[config.mk]
export PLATFORM = sky130hd
export DESIGN_NAME = spmv_val_rd_arbiter
export DESIGN_NICKNAME = d
export VERILOG_FILES = /design/src/rtl/spmv_val_rd_arbiter.sv
export SDC_FILE = /design/constraint.sdc
export NUM_CORES = 1
export LEC_CHECK = 0
export CAP_MARGIN = 15
export CELL_PAD_IN_SITES_DETAIL_PLACEMENT = 0
export CELL_PAD_IN_SITES_GLOBAL_PLACEMENT = 1
export CORE_AREA = 2 2 629 631
export CTS_CLUSTER_SIZE = 20
export DETAILED_ROUTE_END_ITERATION = 8
export DIE_AREA = 0 0 631 633
export PLACE_DENSITY_LB_ADDON = 0.25
export SYNTH_ARGS = -nofsm -noshare
export SYNTH_HDL_FRONTEND = slang
export SYNTH_SLANG_ARGS = --single-unit
[constraint.sdc]
create_clock -name clk -period 3.68 [get_ports clk]
set_input_delay 0.736 -clock clk [delete_from_list [all_inputs] [get_ports clk]]
set_output_delay 0.736 -clock clk [all_outputs]
set_load 0.02 [all_outputs]
[src/rtl/spmv_val_rd_arbiter.sv]
// Round-robin read arbiter that shares the HBM Val read port among the SpMV calc kernels.
// AR requests are granted into a registered slot; R beats are steered back in order by a requester-ID FIFO.
module spmv_val_rd_arbiter #(
  parameter int NUM_REQ   = 4,
  parameter int ADDR_W    = 48,
  parameter int DATA_W    = 256,
  parameter int MAX_OUTST = 8
) (
  input  logic                          clk,
  input  logic                          rst,
  input  logic [NUM_REQ-1:0]            s_arvalid,
  output logic [NUM_REQ-1:0]            s_arready,
  input  logic [NUM_REQ*ADDR_W-1:0]     s_araddr,
  input  logic [NUM_REQ*8-1:0]          s_arlen,
  input  logic [NUM_REQ*3-1:0]          s_arsize,
  input  logic [NUM_REQ*2-1:0]          s_arburst,
  output logic [NUM_REQ-1:0]            s_rvalid,
  input  logic [NUM_REQ-1:0]            s_rready,
  output logic [NUM_REQ*DATA_W-1:0]     s_rdata,
  output logic [NUM_REQ*2-1:0]          s_rresp,
  output logic [NUM_REQ-1:0]            s_rlast,
  output logic                          m_arvalid,
  input  logic                          m_arready,
  output logic [ADDR_W-1:0]             m_araddr,
  output logic [7:0]                    m_arlen,
  output logic [2:0]                    m_arsize,
  output logic [1:0]                    m_arburst,
  input  logic                          m_rvalid,
  output logic                          m_rready,
  input  logic [DATA_W-1:0]             m_rdata,
  input  logic [1:0]                    m_rresp,
  input  logic                          m_rlast,
  output logic [$clog2(MAX_OUTST):0]    outstanding,
  output logic                          err_orphan_r
);

  // Handshakes: a transfer happens on a rising clk edge where valid && ready; valid never waits on ready.

  localparam int IDW = $clog2(NUM_REQ);
  localparam int PW  = $clog2(MAX_OUTST);
  localparam int CW  = PW + 1;
  localparam logic [CW-1:0] FULL_CNT = CW'(MAX_OUTST);

  logic [IDW-1:0]    r_rr_ptr;
  logic [IDW-1:0]    r_fifo [MAX_OUTST];
  logic [PW-1:0]     r_wr_ptr;
  logic [PW-1:0]     r_rd_ptr;
  logic [CW-1:0]     r_count;
  logic              r_arvalid;
  logic [ADDR_W-1:0] r_araddr;
  logic [7:0]        r_arlen;
  logic [2:0]        r_arsize;
  logic [1:0]        r_arburst;
  logic              r_orphan;

  logic              w_slot_free;
  logic              w_grant;
  logic              w_found;
  logic [IDW-1:0]    w_win;
  logic [IDW-1:0]    w_win_next;
  logic              w_nonempty;
  logic [IDW-1:0]    w_head;
  logic              w_pop;

  function automatic logic [IDW-1:0] rr_idx(input logic [IDW-1:0] base, input int k);
    int s;
    s = int'(base) + k;
    if (s >= NUM_REQ) s = s - NUM_REQ;
    return IDW'(s);
  endfunction

  // First requesting index at or after the RR pointer, wrapping around.
  always_comb begin
    w_found = 1'b0;
    w_win   = '0;
    for (int k = 0; k < NUM_REQ; k++) begin
      if (!w_found && s_arvalid[rr_idx(r_rr_ptr, k)]) begin
        w_found = 1'b1;
        w_win   = rr_idx(r_rr_ptr, k);
      end
    end
  end

  assign w_slot_free = !r_arvalid || m_arready;
  assign w_grant     = w_slot_free && (r_count < FULL_CNT) && w_found;
  assign w_win_next  = (w_win == IDW'(NUM_REQ - 1)) ? '0 : w_win + 1'b1;
  assign w_nonempty  = (r_count != '0);
  assign w_head      = r_fifo[r_rd_ptr];
  assign w_pop       = m_rvalid && m_rready && m_rlast;

  always_comb begin
    s_arready = '0;
    if (w_grant) s_arready[w_win] = 1'b1;
  end

  always_comb begin
    s_rvalid = '0;
    m_rready = 1'b0;
    if (w_nonempty) begin
      s_rvalid[w_head] = m_rvalid;
      m_rready         = s_rready[w_head];
    end
  end

  assign s_rdata      = {NUM_REQ{m_rdata}};
  assign s_rresp      = {NUM_REQ{m_rresp}};
  assign s_rlast      = {NUM_REQ{m_rlast}};
  assign m_arvalid    = r_arvalid;
  assign m_araddr     = r_araddr;
  assign m_arlen      = r_arlen;
  assign m_arsize     = r_arsize;
  assign m_arburst    = r_arburst;
  assign outstanding  = r_count;
  assign err_orphan_r = r_orphan;

  always_ff @(posedge clk) begin
    if (rst) begin
      r_arvalid <= 1'b0;
      r_araddr  <= '0;
      r_arlen   <= '0;
      r_arsize  <= '0;
      r_arburst <= '0;
      r_rr_ptr  <= '0;
    end else if (w_grant) begin
      r_arvalid <= 1'b1;
      r_araddr  <= s_araddr[int'(w_win)*ADDR_W +: ADDR_W];
      r_arlen   <= s_arlen[int'(w_win)*8 +: 8];
      r_arsize  <= s_arsize[int'(w_win)*3 +: 3];
      r_arburst <= s_arburst[int'(w_win)*2 +: 2];
      r_rr_ptr  <= w_win_next;
    end else if (m_arready) begin
      r_arvalid <= 1'b0;
    end
  end

  // Grant is qualified on the pre-pop count, so push+pop on a full FIFO never overflows.
  always_ff @(posedge clk) begin
    if (rst) begin
      r_wr_ptr <= '0;
      r_rd_ptr <= '0;
      r_count  <= '0;
      r_orphan <= 1'b0;
    end else begin
      if (w_grant) r_wr_ptr <= r_wr_ptr + 1'b1;
      if (w_pop)   r_rd_ptr <= r_rd_ptr + 1'b1;
      case ({w_grant, w_pop})
        2'b10:   r_count <= r_count + 1'b1;
        2'b01:   r_count <= r_count - 1'b1;
        default: r_count <= r_count;
      endcase
      if (m_rvalid && !w_nonempty) r_orphan <= 1'b1;
    end
  end

  always_ff @(posedge clk) begin
    if (w_grant) r_fifo[r_wr_ptr] <= w_win;
  end

endmodule

==> results.py <==
metrics = {
    "outcome": {
        "status": "completed",
    },
    "final_layout": {
        "final.fill_count": 46500,
        "drive_gt1_frac": 0.176,
        "layout_common_cells": "328 x clkdlybuf4s50_1, 77 x dfxtp_1, 64 x mux4_2",
        "layout_commonest_cell": "clkdlybuf4s50_1",
        "areaGrowthSynthToFinish_pct": 21.1,
        "final_util": 0.0392,
        "final_nets": 1223,
    },
    "cts": {
        "cts_buffer_depth": 2,
        "cts.sinks": 94,
        "cts_inserted_buffers": 9,
        "h-tree-depth": 3,
        "cts.clk_slew.worst_paths_ps": 120,
        "insertion_delay_ps": 460,
        "clock-root-buffer": "clkbuf_16",
        "cts_tree": "yes",
    },
    "timing": {
        "finalCritPeriodShare": 0.970,
        "finalMaxSlewViolations": 0,
        "hold-worst-slack_ps": 487,
        "worst_slew_pin_slew_ps": 945,
        "layout_setup_ws_ps": 110,
        "setup_tns_ps": 0,
        "hold_viol": 0,
        "setup_viol": 0,
        "slew_headroom": 0.368,
        "grt_setup_unrepaired": "no",
        "finalWorstPathRequiredPeriod_ps": 3570,
        "max_freq_ghz": 0.280,
        "clock_skew_ps": 22.2,
    },
    "yosys": {
        "synth_area_leader_cell": "buf_4",
        "synth_top_area_share": 0.613,
        "ys_seq_area_frac": 0.161,
        "syn-instance-count": 1395,
        "synth_cell_types": 39,
        "ys_top_cells_by_area": "buf_4 61%, dfxtp_1 12%, mux4_2 11%, a22o_1 4.3%, edfxtp_1 3.8%",
        "avgSynthCellArea_um2": 9.09,
        "ys.warnings.count": 0,
        "syn_area_mm2": 0.0127,
        "ys_seq_elements": 94,
        "syn_nets": 1919,
    },
    "placement": {
        "dp_slack_ps": 124,
        "hpwl_mm": 135,
        "io_buffer_count": 336,
        "place.gp.congestion": 0.675,
    },
    "pwr": {
        "p_per_area_mw_per_mm2": 286,
        "power_leakage_nw": 3.40,
        "ir_drop_v": 0.000200,
    },
    "floorplanning": {
        "ioPinCount": 1627,
        "die_height_um": 633,
        "fp.dieW_um": 631,
        "start_util": 0.0324,
        "fp-row-count": 230,
        "die_area_mm2": 0.399,
        "design.core.area_mm2": 0.392,
    },
    "setup_path": {
        "cp.arrival_ps": 2830,
        "crit_path_top_delay_cell": "nor2b_1",
        "worstPathRequired_ps": 2940,
        "critPathKind": "flop to output pin",
        "crit_path_max_fanout": 6,
        "end_kind": "output pin",
        "crit_path_start_kind": "flop",
        "path_buf_inv": 1,
        "crit_chain": "mux2_1 > mux4_2 > nand2b_1 > nor2b_1 > buf_12",
        "max_stage_delay_ps": 730,
        "crit_family": "simple AND/OR/NAND/NOR gates",
    },
    "worst_hold_path": {
        "worstHoldStart": "r_rr_ptr[0]",
        "hold_path.class": "flop to flop",
    },
    "detailed_routing": {
        "drt_iter0_drc": 360,
        "vias_per_cell": 1.14,
        "drt_wl_total_mm": 148,
        "drt_pass1_iterations": 4,
        "drc": 0,
        "ant_nets": 0,
        "vias": 6775,
        "drt-wirelength-per-cell_um": 25.0,
    },
    "global_routing": {
        "grt_pass1_wl_mm": 166,
        "grt_max_degree": 40,
        "overflow": 0,
        "grt_pass1_vias": 6988,
        "antenna_found_initial": 9,
        "grt_usage": 0.0707,
    },
    "flow_run": {
        "cap_viol_max_count": 0,
    },
}
-- cell usage after synthesis, drive strengths merged --
library cell  count
buf            1047
dfxtp            78
mux4             65
a22o             62
clkbuf           21
edfxtp           16
nor2             16
a21oi            11
ha                9
nand2             9
mux2              8
inv               6
nor2b             6
nand2b            5
and2              4
xor2              4
nor3              3
o21ai             3
a211oi            2
and3              2
mux2i             2
nor3b             2
nor4              2
nor4b             2
or3               2
xnor2             2
a211o             1
a21o              1
a221oi            1
clkinv            1
nand3             1
nand4             1
-- metal layers --
metal / wire length, µm / vias up / GRT usage
li1: - / 2130 / -
met1: 25100 / 2820 / 0.0345
met5: 934 / - / 0.0194
met4: 5900 / 20 / 0.0264
met3: 47300 / 193 / 0.106
met2: 69200 / 1612 / 0.115
-- logic make-up after synthesis --
logic type,share of synthesized area
fa+ha+maj,0.00888
simple gates,0.0228
buf+inv,0.626
xor+xnor,0.00414
mux,0.125
flops,0.161
compound gates,0.0515
-- final timing paths --
check / to / slack, ps / cells past startpoint
hold / removal: r_rr_ptr[0] / 490 / 2
setup reg to reg: outstanding[2] / 400 / 11
hold reg to reg: r_rr_ptr[0] / 490 / 2
setup / recovery: s_rvalid[2] / 110 / 5
-- worst reg2reg max path: cells and delay by family (launching register included) --
family                   cells  cell delay, ps
AO/OA/AOI/OAI                2             280
XOR/XNOR                     2             230
adder cells (fa/ha/maj)      2             380
flip-flops                   1             410
AND/OR/NAND/NOR              2             540
multiplexers                 3            1390
-- power by group --
part	switching, W	internal, W	total [W]
Sequential	0.000129	0.00120	0.00133
Clock	0.000715	0.000488	0.00120
Combinational	0.000864	0.000993	0.00186
Total	0.00171	0.00268	0.00439
-- state kept, by name, indices dropped and copies added, names as in the netlist, named ones only --
| register | flops |
|---|---|
| r_fifo | 16 |
| r_rd_ptr | 3 |
| m_arlen | 8 |
| r_rr_ptr | 2 |
| r_wr_ptr | 3 |
| err_orphan_r | 1 |
| m_arburst | 2 |
| outstanding | 4 |
| m_arsize | 3 |
| m_arvalid | 1 |
| m_araddr | 48 |
-- final cells by class --
type,instances,area (µm²),area share
diodes,2,5.00,0.000326
flip-flops and latches,94,2050,0.133
clock inverters,7,80.1,0.00521
inverters,7,26.3,0.00171
clock buffers,9,225,0.0147
repair buffers,361,3710,0.241
well taps,5220,6530,0.425
multi-input cells,226,2740,0.178
-- timing repair --
item / 4_1_cts / 5_1_grt
setup buffers: 0 / 1
endpoints found under the setup margin: 1 / 1
hold buffers: 0 / 0
resized for setup: 2 / 1
pin swaps: 0 / 0
-- through the flow --
step / area (µm²) / cells / power, W
global route: 15400 / 5924 / 0.00470
CTS: 15300 / 5923 / 0.00464
floorplan: 12700 / 1395 / 0.00379
finish: 15400 / 5926 / 0.00439
global placement: 15000 / 5907 / 0.00330
detailed placement: 15000 / 5907 / 0.00329
(Power assumes the default switching activity.)
